--- src/rtl/io_port_fifo.sv ---
// Show-ahead synchronous FIFO; empty/full come only from the registered occupancy count.
module io_port_fifo #(
    parameter int WIDTH      = 36,
    parameter int DEPTH      = 4,
    parameter int ADDR_WIDTH = 2
) (
    input  logic             clk,
    input  logic             rst,
    input  logic             push,
    input  logic [WIDTH-1:0] wdata,
    input  logic             pop,
    output logic [WIDTH-1:0] rdata,
    output logic             empty,
    output logic             full
);

    localparam logic [ADDR_WIDTH:0] FULL_COUNT = (ADDR_WIDTH + 1)'(DEPTH);

    logic [WIDTH-1:0]      mem_q [DEPTH];
    logic [WIDTH-1:0]      mem_d [DEPTH];
    logic [ADDR_WIDTH-1:0] wptr_q, wptr_d;
    logic [ADDR_WIDTH-1:0] rptr_q, rptr_d;
    logic [ADDR_WIDTH:0]   count_q, count_d;
    logic                  push_ok, pop_ok;

    assign empty   = (count_q == '0);
    assign full    = (count_q == FULL_COUNT);
    assign push_ok = push & ~full;
    assign pop_ok  = pop & ~empty;
    assign rdata   = mem_q[rptr_q];

    always_comb begin
        mem_d   = mem_q;
        wptr_d  = wptr_q;
        rptr_d  = rptr_q;
        count_d = count_q;
        if (push_ok) begin
            mem_d[wptr_q] = wdata;
            wptr_d        = wptr_q + 1'b1;
        end
        if (pop_ok) begin
            rptr_d = rptr_q + 1'b1;
        end
        if (push_ok && !pop_ok) begin
            count_d = count_q + 1'b1;
        end else if (pop_ok && !push_ok) begin
            count_d = count_q - 1'b1;
        end
    end

    always_ff @(posedge clk) begin
        if (rst) begin
            wptr_q  <= '0;
            rptr_q  <= '0;
            count_q <= '0;
        end else begin
            wptr_q  <= wptr_d;
            rptr_q  <= rptr_d;
            count_q <= count_d;
        end
    end

    // Storage is deliberately left out of reset; only the pointers define validity.
    always_ff @(posedge clk) begin
        if (!rst) begin
            mem_q <= mem_d;
        end
    end

endmodule

--- src/rtl/io_port_endpoint.sv ---
// Peripheral end of one datapath I/O port: outbound FIFO for io writes, inbound FIFO for io reads.
module io_port_endpoint #(
    parameter int WORD_WIDTH = 36,
    parameter int FIFO_DEPTH = 4
) (
    input  logic                  clock,
    input  logic                  reset,
    input  logic                  io_wren,
    input  logic [WORD_WIDTH-1:0] io_write_data,
    input  logic                  io_rden,
    output logic [WORD_WIDTH-1:0] io_read_data,
    output logic                  io_in_EF,
    output logic                  io_out_EF,
    output logic [WORD_WIDTH-1:0] ext_out_data,
    output logic                  ext_out_valid,
    input  logic                  ext_out_ready,
    input  logic [WORD_WIDTH-1:0] ext_in_data,
    input  logic                  ext_in_valid,
    output logic                  ext_in_ready,
    output logic                  err_overflow,
    output logic                  err_underflow
);

    localparam int FIFO_ADDR_WIDTH = $clog2(FIFO_DEPTH);

    logic                  out_empty, out_full;
    logic                  in_empty, in_full;
    logic [WORD_WIDTH-1:0] in_rdata;
    logic                  err_overflow_q, err_overflow_d;
    logic                  err_underflow_q, err_underflow_d;

    io_port_fifo #(
        .WIDTH      (WORD_WIDTH),
        .DEPTH      (FIFO_DEPTH),
        .ADDR_WIDTH (FIFO_ADDR_WIDTH)
    ) u_out_fifo (
        .clk   (clock),
        .rst   (reset),
        .push  (io_wren),
        .wdata (io_write_data),
        .pop   (ext_out_ready),
        .rdata (ext_out_data),
        .empty (out_empty),
        .full  (out_full)
    );

    io_port_fifo #(
        .WIDTH      (WORD_WIDTH),
        .DEPTH      (FIFO_DEPTH),
        .ADDR_WIDTH (FIFO_ADDR_WIDTH)
    ) u_in_fifo (
        .clk   (clock),
        .rst   (reset),
        .push  (ext_in_valid),
        .wdata (ext_in_data),
        .pop   (io_rden),
        .rdata (in_rdata),
        .empty (in_empty),
        .full  (in_full)
    );

    assign io_out_EF     = ~out_full;
    assign ext_out_valid = ~out_empty;
    assign io_in_EF      = ~in_empty;
    assign ext_in_ready  = ~in_full;
    assign io_read_data  = in_empty ? '0 : in_rdata;
    assign err_overflow  = err_overflow_q;
    assign err_underflow = err_underflow_q;

    always_comb begin
        err_overflow_d  = err_overflow_q | (io_wren & out_full);
        err_underflow_d = err_underflow_q | (io_rden & in_empty);
    end

    always_ff @(posedge clock) begin
        if (reset) begin
            err_overflow_q  <= 1'b0;
            err_underflow_q <= 1'b0;
        end else begin
            err_overflow_q  <= err_overflow_d;
            err_underflow_q <= err_underflow_d;
        end
    end

endmodule

--- config.mk ---
export PLATFORM = sky130hd
export DESIGN_NAME = io_port_endpoint
export DESIGN_NICKNAME = d
export VERILOG_FILES = /design/src/rtl/io_port_fifo.sv /design/src/rtl/io_port_endpoint.sv
export SDC_FILE = /design/constraint.sdc
export NUM_CORES = 1
export LEC_CHECK = 0
export ABC_CLOCK_PERIOD_IN_PS = 12450
export CAP_MARGIN = 5
export CORE_ASPECT_RATIO = 0.6
export CORE_MARGIN = 10
export CORE_UTILIZATION = 36
export DETAILED_ROUTE_END_ITERATION = 12
export GPL_TIMING_DRIVEN = 1
export PLACE_DENSITY = 0.66
export RECOVER_POWER = 25
export SYNTH_ARGS = -nofsm -noshare
export SYNTH_HDL_FRONTEND = slang
export SYNTH_SLANG_ARGS = --single-unit
--- constraint.sdc ---
create_clock -name clock -period 12.45 [get_ports clock]
set_input_delay 2.49 -clock clock [delete_from_list [all_inputs] [get_ports clock]]
set_output_delay 2.49 -clock clock [all_outputs]
set_load 0.1 [all_outputs]
==> flow_summary.toml, run 1 <==
[layout]
fillers = 2625
final_cell_count_no_fill = 1134
multi_input_area_mm2 = 0.002450
syn2layout_area_growth_pct = 26.82
fin_area_mm2 = 0.01464
regArea_mm2 = 0.008974
nets = 782
drive_above_1_share = 0.2042

[cts]
hold_buffers = 0
cts_setup_buffers = 0
cts-root-buf = "clkbuf_16"
clkSinkCount = 304
cts_inserted_buffers = 30
clk_pin_slew_ns = 0.06
cts_resized = 0
cts_tree = "done"
cts.htree.levels = 1
clk_path_buf_depth = 3
clk_latency_ns = 0.55

[synthesis]
ys_seq_area_frac = 0.7768
ys_warn_count = 0
synth_area_per_cell_um2 = 22.33
syn_area_mm2 = 0.01155
synth_fp_nets = 607
synthCells = 517
ys_types = 32
ys_ff_latch = 304

[drt]
wl_um = 24790
final_antenna_net_count = 0
firstDrtPassIters = 4
topRoutingLayerUsed = "met4"
drc = 0
num_vias = 5553
met1Wirelength_um = 10180
wire_per_inst_um = 21.86
drt_iter0_markers = 358
vias_per_cell = 4.897
wl_met3_um = 1094
met2_length_um = 12940

[setup_path]
start_kind = "flip-flop"
cp-end-kind = "primary output"
required_ns = 9.96
path_max_fanout = 20
cp.arrival_ns = 3.54
critPathKind = "reg -> out"

[power_and_ir_drop]
power_frac_clock = 0.240
p_int_uw = 2188
power_frac_comb = 0.432
power.leakage_uw = 0.004655
p_sw_uw = 1658
p_per_area_mw_per_mm2 = 262.6
ir_worst_vdd_v = 0.0002299
switching_share = 0.4311
seq_power_share = 0.328

[grt]
grt_antenna_before_repair = 3
grt.overflow.total = 0
grt_pass1_vias = 6221
grt_start_max_net_pins = 41
grt_usage = 0.1232
grt_pass1_wl_um = 38160

[job]
drv_cap = 0

[die]
core_mm2 = 0.03141
die-area_mm2 = 0.03987
rows = 50
boundaryPins = 156
die_h_um = 158.7
initial_utilization = 0.3676
dieWidth_um = 251.2

[outcome]
outcome = "complete, no violations"

[sta]
fin_crit_sh = 0.4843
finalCriticalPeriod_ns = 6.030
rsz0062_at_grt = "false"
worstMarginPinSlew_ns = 1.065
max_freq_mhz = 165.8
setup_viol = 0
relSlewSlack = 0.2901
hold_viol_final = 0
tns_ns = 0
worst_slack_ns = 6.420
clock-skew-final_ns = 0.01157
final-max-slew-violation-count = 0

[placement]
place_area_mm2 = 0.01362
hpwl_um = 16150
portBuffers = 155
place_ws_ns = 6.932
placed_cells = 1076
globalplace.congestion = 0.7270

[min_path]
hold_class = "reg -> reg"
flip-flops by register name, indices dropped and copies added, names as in the netlist:
| name | flops |
|---|---|
| u_out_fifo.mem_q | 144 |
| u_in_fifo.mem_q | 144 |
| u_out_fifo.rptr_q | 2 |
| err_overflow | 1 |
| u_in_fifo.wptr_q | 2 |
| u_out_fifo.count_q | 3 |
| u_in_fifo.count_q | 3 |
| err_underflow | 1 |
| u_in_fifo.rptr_q | 2 |
| u_out_fifo.wptr_q | 2 |
cell usage after synthesis:
cell type	n	area, um^2
clkbuf_1	8	30.03
dfxtp_1	16	320.3
edfxtp_1	288	8648
buf_4	4	30.03
nor2_1	12	45.04
o311ai_0	1	8.760
o31ai_1	2	15.01
clkbuf_2	1	5.000
nand2_4	1	11.26
nand2b_1	2	12.51
nor3b_1	8	60.06
o21ai_0	3	15.01
nand2_1	2	7.510
inv_1	8	30.03
mux2i_1	3	30.03
nor3_1	1	5.000
a31oi_1	1	6.260
mux4_2	72	1622
xor2_1	7	61.31
or3b_4	1	11.26
or3_1	4	25.02
mux2_4	1	15.01
fa_1	2	40.04
or3b_1	1	8.760
nor2b_1	36	225.2
buf_6	3	33.78
inv_2	1	3.750
buf_2	8	40.04
a21o_1	2	15.01
nand3_1	2	10.01
a21oi_1	6	30.03
ha_1	10	125.1
worst paths after layout:
path | start | end | slack, ns | cells after the start
max | u_in_fifo.rptr_q[0] | io_read_data[4] | 6.42 | 4
min | err_underflow | err_underflow | 0.49 | 2
max reg2reg | u_out_fifo.count_q[0] | u_out_fifo.count_q[2] | 9.99 | 9
min reg2reg | err_underflow | err_underflow | 0.49 | 2
logic make-up after synthesis:
group / Yosys count / share of synthesized area
buffers and inverters: 33 / 0.01495
muxes: 76 / 0.1443
xor gates and xnor gates: 7 / 0.005310
AOI/OAI and AO/OA: 15 / 0.007802
and+or+nand+nor: 70 / 0.03652
DFF: 304 / 0.7768
adders and majority gates: 12 / 0.01430
layer usage:
layer,vias to the layer above,track usage
met2,127,0.2162
met4,0,0.03842
li1,2467,-
met1,2917,0.1489
met3,42,0.02686
met5,-,0
worst max-delay path: stages, from the launching register on:
cell and delay [ns]:
dfxtp_2 0.74, buf_4 0.49, mux4_2 0.57, nor2b_1 0.15
clkdlybuf4s50_1 0.99
power groups by stage:
stage                     registers, uW  clock network, uW  logic [uW]
final                              1260                923        1660
after detailed placement           1290                  0        1680
after global placement             1280                  0        1670
after floorplan                    1250                  0        1330
after global routing               1270                996        1730
after CTS                          1270                952        1690
cell usage in the layout (no fill, tap or decap), drive strengths merged:
cell type / instances
dlygate4sd3: 44
clkinvlp: 1
clkdlybuf4s50: 111
dfxtp: 16
clkbuf: 40
buf: 12
a31oi: 1
diode: 3
nor3: 1
ha: 10
inv: 10
nand2b: 2
nand2: 3
a21oi: 6
mux2: 1
o311ai: 1
or3b: 2
nor3b: 8
mux2i: 3
xor2: 7
or3: 4
nor2b: 36
nand3: 2
clkinv: 9
bufinv: 4
fa: 2
edfxtp: 288
o31ai: 2
o21ai: 3
a21o: 2
mux4: 72
nor2: 12
through the flow:
| step | util | power, uW | hold slack [ns] |
|---|---|---|---|
| final | 0.4663 | 3846 | 0.4948 |
| after global routing | 0.4663 | 3999 | 0.5430 |
| after CTS | 0.4660 | 3906 | 0.4982 |
| after detailed placement | 0.4337 | 2967 | 0.4808 |
| after global placement | 0.4337 | 2947 | 0.4724 |
| after floorplan | - | 2576 | 0.4799 |
layout make-up:
type | instances | area share
clock inverter | 15 | 0.01205
timing repair buffer | 167 | 0.1121
clock buffer | 40 | 0.05734
sequential | 304 | 0.6128
multi-input combinational | 180 | 0.1673
antenna | 3 | 0.0005127
tap | 416 | 0.03555
inverter | 9 | 0.002307
Note: power is estimated with default switching activity, not from simulation.
==> run 2: changes to the inputs <==
--- a/config.mk
+++ b/config.mk
@@ -5,7 +5,7 @@
 export SDC_FILE = /design/constraint.sdc
 export NUM_CORES = 1
 export LEC_CHECK = 0
-export ABC_CLOCK_PERIOD_IN_PS = 12450
+export ABC_CLOCK_PERIOD_IN_PS = 6050
 export CAP_MARGIN = 5
 export CORE_ASPECT_RATIO = 0.6
 export CORE_MARGIN = 10
==> constraint.sdc (replaced) <==
create_clock -name clock -period 6.05 [get_ports clock]
set_input_delay 1.21 -clock clock [delete_from_list [all_inputs] [get_ports clock]]
set_output_delay 1.21 -clock clock [all_outputs]
set_load 0.1 [all_outputs]
==> run 2 against run 1 <==
  * Register-to-register slack got worse by 6.4 ns
  * Sequential cell count unchanged
  * Clock skew up 0.0059 ns
  * Worst hold slack hardly changed
  * Non-clock buffer count did not move
  * Sequential power up 110%
  * Critical path depth stayed put
  * Sequential share of layout area up 0.084 points
  * Via count down 0.27%
  * Largest cell class unchanged
==> flow_summary.toml, run 2 (synthesized netlist as in run 1, its figures left out) <==
[outcome]
outcome = "complete, no violations"

[drt]
vias_per_cell = 4.897
met2_length_um = 12820
drc = 0
wl_um = 24170
final_antenna_net_count = 0
wl_met3_um = 1053
met1Wirelength_um = 9601
num_vias = 5538
firstDrtPassIters = 6
topRoutingLayerUsed = "met4"
drt_iter0_markers = 320
wire_per_inst_um = 21.37

[power_and_ir_drop]
p_per_area_mw_per_mm2 = 540.7
power_frac_clock = 0.239
power_frac_comb = 0.431
ir_worst_vdd_v = 0.0003096
p_sw_uw = 3411
p_int_uw = 4495
switching_share = 0.4314
power.leakage_uw = 0.004643
seq_power_share = 0.331

[min_path]
hold_class = "reg -> reg"

[sta]
hold_viol_final = 0
max_freq_mhz = 210.1
clock-skew-final_ns = 0.01745
setup_viol = 0
relSlewSlack = 0.2814
hold_ws_ns = 0.4952
rsz0062_at_grt = "false"
fin_crit_sh = 0.7867
finalCriticalPeriod_ns = 4.760
tns_ns = 0
worst_slack_ns = 1.290
final-max-slew-violation-count = 0
worstMarginPinSlew_ns = 1.074

[placement]
portBuffers = 155
placed_cells = 1076
hpwl_um = 15770
globalplace.congestion = 0.7162
place_ws_ns = 1.795

[grt]
grt_antenna_before_repair = 4
grt_pass1_vias = 6250
grt_start_max_net_pins = 41
grt_usage = 0.1202
grt_pass1_wl_um = 37320
grt.overflow.total = 0

[die]
boundaryPins = 156
core_mm2 = 0.03141
die_h_um = 158.7
dieWidth_um = 251.2
rows = 50
die-area_mm2 = 0.03987
initial_utilization = 0.3676

[cts]
cts_inserted_buffers = 29
cts_resized = 0
cts_setup_buffers = 0
clkSinkCount = 304
hold_buffers = 0
cts_tree = "done"
clk_path_buf_depth = 3
clk_pin_slew_ns = 0.06
clk_latency_ns = 0.56
cts-root-buf = "clkbuf_16"
cts.htree.levels = 1

[setup_path]
cp.arrival_ns = 3.55
path_max_fanout = 20
required_ns = 4.84
cp-end-kind = "primary output"
critPathKind = "reg -> out"
start_kind = "flip-flop"

[layout]
drive_above_1_share = 0.2031
final_util = 0.4656
syn2layout_area_growth_pct = 26.65
nets = 781
reg_top3 = "u_in_fifo.mem_q: 144 flops, u_out_fifo.mem_q: 144 flops"
final_cell_mix = "edfxtp_1 (288), clkdlybuf4s50_1 (111), mux4_2 (72), dlygate4sd3_1 (44), nor2b_1 (36)"
final_cell_count_no_fill = 1131
final_common_cell = "edfxtp_1"

[job]
drv_cap = 0
## run 2: cell count changes in the layout (fill, tap and decap cells not counted)
cell        before  now
clkinv_1         4    6
bufinv_16        4    6
clkbuf_8         3    0
clkinvlp_4       1    2
clkbuf_1         6    4
inv_6            1    2
clkbuf_16       31   29
diode_2          3    1
## run 2: final cells by class
class / instances / area [um^2]
repair buffers: 167 / 1642
inverters: 9 / 33.78
clock inverters: 21 / 260.3
flip-flops and latches: 304 / 8974
well taps: 416 / 520.5
diodes: 1 / 2.502
clock buffers: 33 / 740.7
multi-input cells: 180 / 2450
fillers: 2577 / 16780
## run 2: worst paths after layout
check	from	end	slack, ns	cells after the start
setup reg to reg	u_out_fifo.count_q[0]	u_out_fifo.count_q[2]	3.58	9
hold / removal	err_underflow	err_underflow	0.50	2
hold reg to reg	err_underflow	err_underflow	0.50	2
setup / recovery	u_in_fifo.rptr_q[0]	io_read_data[6]	1.29	4
## run 2: power groups by stage
stage | clock network, uW | registers (uW) | logic, uW
finish | 1890 | 2610 | 3410
global route | 2020 | 2640 | 3530
CTS | 1940 | 2620 | 3460
detailed placement | 0 | 2670 | 3440
global placement | 0 | 2650 | 3410
floorplan | 0 | 2560 | 2740
## run 2: critical path: stages (launching register included)
cell             delay [ns]
dfxtp_2                0.74
buf_4                  0.50
mux4_2                 0.58
nor2b_1                0.16
clkdlybuf4s50_1        1.00
## run 2: metal layers
layer,track usage,vias to the layer above
met1,0.1398,2905
met5,0,-
met3,0.02638,49
met2,0.2173,126
li1,-,2458
met4,0.03705,0
## run 2: stage by stage
step	total power, uW	area [um^2]
floorplan	5301	11550
global placement	6063	13620
detailed placement	6111	13620
CTS	8016	14620
global route	8197	14620
finish	7906	14620
==> run 3: changes to the inputs <==
--- a/config.mk
+++ b/config.mk
@@ -5,14 +5,14 @@
 export SDC_FILE = /design/constraint.sdc
 export NUM_CORES = 1
 export LEC_CHECK = 0
-export ABC_CLOCK_PERIOD_IN_PS = 6050
+export ABC_CLOCK_PERIOD_IN_PS = 4200
 export CAP_MARGIN = 5
 export CORE_ASPECT_RATIO = 0.6
 export CORE_MARGIN = 10
 export CORE_UTILIZATION = 36
 export DETAILED_ROUTE_END_ITERATION = 12
 export GPL_TIMING_DRIVEN = 1
-export PLACE_DENSITY = 0.66
+export PLACE_DENSITY = 0.68
 export RECOVER_POWER = 25
 export SYNTH_ARGS = -nofsm -noshare
 export SYNTH_HDL_FRONTEND = slang
==> constraint.sdc (replaced) <==
create_clock -name clock -period 4.2 [get_ports clock]
set_input_delay 0.84 -clock clock [delete_from_list [all_inputs] [get_ports clock]]
set_output_delay 0.84 -clock clock [all_outputs]
set_load 0.1 [all_outputs]
==> run 3 against run 2 <==
  * Register-to-register slack lost 1.8 ns
  * Critical path type unchanged
  * Clock skew shrank 0.0075 ns
  * Cell count grew 0.53%
  * Via count is essentially flat
==> flow_summary.toml, run 3 (synthesized netlist as in run 1, its figures left out) <==
[outcome]
outcome = "complete, no violations"

[die]
initial_utilization = 0.3676
die_h_um = 158.7
boundaryPins = 156
core_mm2 = 0.03141
rows = 50
die-area_mm2 = 0.03987
dieWidth_um = 251.2

[cts]
cts_tree = "done"
cts.htree.levels = 1
cts_setup_buffers = 0
clk_pin_slew_ns = 0.06
cts_resized = 0
cts_inserted_buffers = 28
clkSinkCount = 304
hold_buffers = 0
clk_latency_ns = 0.55
clk_path_buf_depth = 3
cts-root-buf = "clkbuf_16"

[sta]
hold_viol_final = 0
setup_viol = 0
tns_ns = 0
max_freq_mhz = 296.4
worst_slack_ns = 0.8267
finalCriticalPeriod_ns = 3.373
final-max-slew-violation-count = 0
hold_ws_ns = 0.5034
clock-skew-final_ns = 0.009911
worstMarginPinSlew_ns = 1.050
fin_crit_sh = 0.8032
rsz0062_at_grt = "false"
relSlewSlack = 0.2975

[drt]
drt_iter0_markers = 476
wire_per_inst_um = 21.43
num_vias = 5542
firstDrtPassIters = 4
drc = 0
wl_um = 24360
vias_per_cell = 4.874
final_antenna_net_count = 0

[setup_path]
start_kind = "flip-flop"
critPathKind = "reg -> out"
slowest_delay_ns = 0.86
cp_top_family = "flip-flops"
crit_slowest_cell = "dfxtp_2"
crit_top_cell = "buf_4"
cp.arrival_ns = 2.53
cp-end-kind = "primary output"
cp_cell_sequence = "buf_4 > mux4_2 > nor2b_1 > buf_4"
path_max_fanout = 30
required_ns = 3.36
path_buf_inv = 2

[layout]
syn2layout_area_growth_pct = 25.38
fillers = 2647
regArea_mm2 = 0.008974
final_cell_mix = "edfxtp_1 (288), buf_4 (87), mux4_2 (72), dlygate4sd3_1 (45), clkdlybuf4s50_1 (38)"
fin_area_mm2 = 0.01448
drive_above_1_share = 0.3096
reg_top3 = "u_in_fifo.mem_q: 144 flops, u_out_fifo.mem_q: 144 flops"
multi_input_area_mm2 = 0.002462
nets = 785
final_common_cell = "edfxtp_1"

[job]
drv_cap = 0

[grt]
grt_usage = 0.1201
grt_pass1_wl_um = 37290
grt_antenna_before_repair = 5
grt_pass1_vias = 5934
grt_start_max_net_pins = 40
grt.overflow.total = 0

[placement]
place_ws_ns = 1.082
portBuffers = 155
place_area_mm2 = 0.01351
globalplace.congestion = 0.6991
hpwl_um = 15720

[min_path]
hold_class = "reg -> reg"
-- run 3: path summary, 6_finish.rpt --
path | from | to | slack (ns) | cells past startpoint
worst max-delay path | u_in_fifo.rptr_q[1] | io_read_data[9] | 0.83 | 4
worst max register to register | u_out_fifo.count_q[0] | u_out_fifo.count_q[2] | 1.77 | 9
worst min register to register | err_overflow | err_overflow | 0.50 | 2
worst min-delay path | err_overflow | err_overflow | 0.50 | 2
-- run 3: through the flow --
| step | instances | util |
|---|---|---|
| global placement | 1081 | 0.4303 |
| global route | 1135 | 0.4608 |
| CTS | 1133 | 0.4606 |
| detailed placement | 1081 | 0.4303 |
| finish | 1137 | 0.4610 |
| floorplan | 517 | - |
-- run 3: final cells by class --
class,instances,share of cell area
multi-input cells,180,0.1701
flip-flops and latches,304,0.6199
clock inverters,16,0.01314
clock buffers,36,0.05264
inverters,9,0.002334
diodes,4,0.0006914
repair buffers,172,0.1053
well taps,416,0.03596
-- run 3: per-layer routing --
layer,up-vias,global-route usage,routed length [um]
met5,-,0,0
met2,162,0.1908,11840
met4,0,0.02991,388
li1,2466,-,-
met3,34,0.03289,1617
met1,2880,0.1605,10520
-- run 3: tightest hold or removal path, cell delays in order (launching register included) --
cell     delay [ns]
dfxtp_1        0.35
a31oi_1        0.05
nor2_1         0.07
Power of run 3 is not shown: default switching activity piles up to over one toggle a cycle in this logic, so the estimate is an artifact.
==> RTL edit 1, RTL diff (flow settings as in run 3) <==
Make the reset (`reset` and `rst`) asynchronous in 2 clocked blocks.
--- a/src/rtl/io_port_fifo.sv
+++ b/src/rtl/io_port_fifo.sv
@@ -48,7 +48,7 @@
         end
     end
 
-    always_ff @(posedge clk) begin
+    always_ff @(posedge clk or posedge rst) begin
         if (rst) begin
             wptr_q  <= '0;
             rptr_q  <= '0;
--- a/src/rtl/io_port_endpoint.sv
+++ b/src/rtl/io_port_endpoint.sv
@@ -72,7 +72,7 @@
         err_underflow_d = err_underflow_q | (io_rden & in_empty);
     end
 
-    always_ff @(posedge clock) begin
+    always_ff @(posedge clock or posedge reset) begin
         if (reset) begin
             err_overflow_q  <= 1'b0;
             err_underflow_q <= 1'b0;
Behaviour: differs if reset is asserted again (counterexample within 4 cycles, from zero or initial values and one cycle with reset high); with reset held inactive, the same outputs for 4 cycles.
==> RTL edit 1 against run 3 <==
Register-to-register slack got worse by 0.36 ns. Area after synthesis fell by 0.29%. Final area down 0.74%. Setup slack lost 0.086 ns. Routed wire length shrank 2.0%. First-iteration DRC count shrank 35%. Sequential cell count did not move. Clock skew shrank 0.0016 ns.
Power is left out: the tool's default activity adds up to more than one toggle a clock period on the data nets, which glitch-free logic cannot reach.
==> RTL edit 1: results (changes against run 3) <==
| Metric | Value |
|---|---|
| Status | complete, no violations |
| Layout Skew | 0.00832 ns (-0.00159 ns) |
| Post-synthesis mux area share | 0.145 (+0.000424) |
| Slew margin rel. | 0.312 (+0.0147) |
| Vias in the first global route | 5,705 (-3.9%) |
| # diodes | 0 (-4) |
| Setup WS pre-CTS | 1.15 ns (+0.0640 ns) |
| Syn_nets | 585 (-3.6%) |
| Final WL | 23.9 mm (-2.0%) |
| Reg2reg setup slack | 1.41 ns (-0.36 ns) |
| Critical Path Source | u_out_fifo.rptr_q[0]$_DFFE_PP0P_ |
| Total Routing Usage GR | 0.117 (-0.00270) |
| Hold path endpoint | u_out_fifo.count_q[2]$_DFFE_PP0P_ |
| Mapped Avg Cell Area | 23.3 sq um (+4.1%) |
| Period Utilization, post-route | 0.824 (+0.0206) |
| Initial antenna violation count | 4 (-1) |
| Worst setup path endpoint | ext_out_data[24] |
| Hold path depth | 1 (-1) |
| Met3 usage | 0.0258 (-0.00708) |
| HPWL reported at the end of detailed placement | 15.8 mm (+0.61%) |
| 1st-pass router iterations | 5 (+1) |
| Post-synth top cells | 288 x edfxtp_1, 72 x mux4_2, 44 x and2_1, 16 x dfrtp_1, 11 x inv_1 |
| Ys async rst share | 0.0526 (+0.0526) |
| Post-synthesis sequential area ratio | 0.786 (+0.00924) |
| Worst reg2reg endpoint | u_in_fifo.count_q[2]$_DFFE_PP0P_ |
| GR Util met2 | 0.194 (+0.00352) |
[RTL edit 1: cell count changes in the layout (fill, tap and decap cells not counted), moves of 6 or more]
cell	run 3	this run
nor2b_1	36	0
and2_2	0	8
dfrtp_1	0	13
dfxtp_1	12	0
xnor2_1	0	8
nor2_1	12	2
nor3b_2	6	0
a21oi_1	6	0
and2_1	0	36
[RTL edit 1: area by class of cell]
| type | count | area share |
|---|---|---|
| Timing Repair Buffer | 169 | 0.103 |
| Clock inverter | 16 | 0.0117 |
| Tap cell | 416 | 0.0362 |
| Clock buffer | 35 | 0.0549 |
| Multi-Input combinational cell | 160 | 0.161 |
| Sequential cell | 304 | 0.630 |
| Inverter | 11 | 0.00287 |
[RTL edit 1: critical path: stages, from the launching register on]
cell and delay, ns:
dfrtp_2 0.89, buf_4 0.38, mux4_2 0.55, buf_4 0.25
[RTL edit 1: layer usage]
metal  wire length, um  up-vias
li1                  -     2372
met1             10500     2798
met2             11900       97
met3               988       39
met4               448        0
met5                 0        -
==> RTL edit 2, RTL diff (settings of run 3) <==
Without the edit above. `FIFO_DEPTH`: 4 -> 8.
--- a/src/rtl/io_port_endpoint.sv
+++ b/src/rtl/io_port_endpoint.sv
@@ -1,7 +1,7 @@
 // Peripheral end of one datapath I/O port: outbound FIFO for io writes, inbound FIFO for io reads.
 module io_port_endpoint #(
     parameter int WORD_WIDTH = 36,
-    parameter int FIFO_DEPTH = 4
+    parameter int FIFO_DEPTH = 8
 ) (
     input  logic                  clock,
     input  logic                  reset,
Behaviour: not the same (Yosys sat finds a counterexample within 10 cycles, from zero or initial values and one cycle with reset high).
==> RTL edit 2 against run 3 <==
Final area grew 90%. Critical path type unchanged. Setup slack worse by 0.26 ns. Routed wire length rose by 90%. Sequential cell count grew 294. Sequential share of layout area grew 2.6 points. Die area up 89%. Highest routed layer is now met5. Area after synthesis rose by 100%.
==> RTL edit 2: results (changes against run 3) <==
| Metric | Value |
|---|---|
| Post-DR wirelength/cell | 22.1 um (+3.2%) |
| Clock latency on the worst-skew pair | 0.59 ns (+0.04 ns) |
| Post-CTS Setup Inserts | 0 (unchanged) |
| Routability cong. | 0.731 (+4.6%) |
| 1st-pass router iterations | 5 (+1) |
| Status | complete, no violations |
| DR iter-0 viols | 779 (+64%) |
| Synth unique cells | 34 (+6.3%) |
| Fillers | 5,284 (+100%) |
| Worst vdd ir | 0.000518 V |
| H-tree depth | 2 (+1) |
| Ys async rst share | 0 (unchanged) |
| Post-synth top flop | edfxtp_1 |
| Root buffer cell | clkbuf_16 |
| Synth top area cells | edfxtp_1 75%, mux4_2 8.5%, mux4_1 6.5%, dfxtp_1 1.9%, mux2_2 1.8% |
| Largest net degree at the start of global routing | 62 (+55%) |
| Share of cells above drive strength 1 | 0.270 (-0.0394) |
| Total Routing Usage GR | 0.121 (+0.00108) |
| First-pass GRT wire length | 70.4 mm (+89%) |
| Post-cts resize count | 0 (unchanged) |
| Setup violators final | 0 (unchanged) |
| Hold Path Class | reg2reg |
| Static Leak | 8.67 nW |
| Port buffer count | 155 (unchanged) |
| Layout Skew | 0.0239 ns (+0.0139 ns) |
| Post-synthesis sequential area ratio | 0.766 (-0.0106) |
| Synth Warn # | 0 (unchanged) |
| Syn_nets | 1,110 (+83%) |
| CP max FO | 38 (+27%) |
| Total CTS buffers | 54 (+93%) |
| Max-slew violations | 0 (unchanged) |
| Biggest regs | u_in_fifo.mem_q: 288 flops, u_out_fifo.mem_q: 288 flops |
| Least-Margin Pin Slew | 1.00 ns (-0.0455 ns) |
| Reg clk slew, reported paths | 0.07 ns |
| Via Count | 10,562 (+91%) |
| EDFF count, synth | 576 (+100%) |
| Post-synth top cells | 576 x edfxtp_1, 87 x mux4_2, 63 x nor2_1, 57 x mux4_1, 39 x mux2i_1 |
| HPWL reported at the end of detailed placement | 26.8 mm (+70%) |
| Residual DRC | 0 (unchanged) |
| Fin nets | 1,308 (+67%) |
| Worst-case clock buffer depth | 3 (unchanged) |
| # diodes | 0 (-4) |
| Initial antenna violation count | 1 (-4) |
-- RTL edit 2: changes by cell type in the layout (fill, tap and decap cells not counted), moves of 15 or more --
cell | before | now
edfxtp_1 | 288 | 576
mux4_1 | 0 | 57
nor2_1 | 12 | 59
mux2_2 | 0 | 38
mux2i_1 | 3 | 39
nor2b_1 | 36 | 2
clkbuf_16 | 29 | 57
buf_4 | 87 | 104
mux4_2 | 72 | 87
-- RTL edit 2: final timing paths --
check / start / to / slack (ns) / cells after the start
setup / recovery: u_out_fifo.rptr_q[0]$_SDFFE_PP0P_ / ext_out_data[24] / 0.56 / 4
hold / removal: err_overflow$_SDFF_PP0_ / err_overflow$_SDFF_PP0_ / 0.48 / 2
setup reg to reg: u_out_fifo.count_q[0]$_SDFFE_PP0P_ / u_out_fifo.count_q[3]$_SDFFE_PP0P_ / 1.19 / 10
hold reg to reg: err_overflow$_SDFF_PP0_ / err_overflow$_SDFF_PP0_ / 0.48 / 2
-- RTL edit 2: cell type report --
class | instances | area share
Clock inverter | 31 | 0.00856
Tap cell | 839 | 0.0382
Sequential cell | 598 | 0.646
Timing Repair Buffer | 192 | 0.0626
Multi-Input combinational cell | 366 | 0.191
Clock buffer | 65 | 0.0530
Inverter | 6 | 0.000819
-- RTL edit 2: metrics by stage --
step / power (mW) / setup slack [ns] / area (sq um) / instances
after detailed placement: 14.3 / 0.929 / 25800 / 2001
after global placement: 14.3 / 1.01 / 25800 / 2001
final: 18.8 / 0.562 / 27500 / 2097
after floorplan: 12.7 / -1.10 / 23200 / 1020
after global routing: 19.5 / 0.416 / 27500 / 2097
after CTS: 19.1 / 0.493 / 27500 / 2097
-- RTL edit 2: worst max-delay path, stage by stage (launching register included) --
cell and delay, ns:
dfxtp_4 0.65, buf_12 0.33, mux4_1 0.64, mux2_2 0.29, buf_4 0.23
-- RTL edit 2: cells by family (layout without fill, tap and decap cells) --
group,Yosys count,count (layout),synth area share
AOI/OAI and AO/OA,14,14,0.00340
muxes,221,221,0.185
adders and majority gates,12,12,0.00713
xor gates and xnor gates,11,11,0.00416
buffers and inverters,56,294,0.0135
DFF,598,598,0.766
and+or+nand+nor,108,108,0.0210
-- RTL edit 2: report_power, final --
group          switching [mW]  internal (mW)
clock                    2.09           2.65
combinational            4.95           2.04
sequential              0.287           6.80
total                    7.33           11.5
-- RTL edit 2: routing by layer --
metal  part of all wire  GRT usage
met2               0.48      0.193
met1               0.46      0.170
met3              0.045     0.0236
met4              0.013     0.0290
met5            0.00028          0
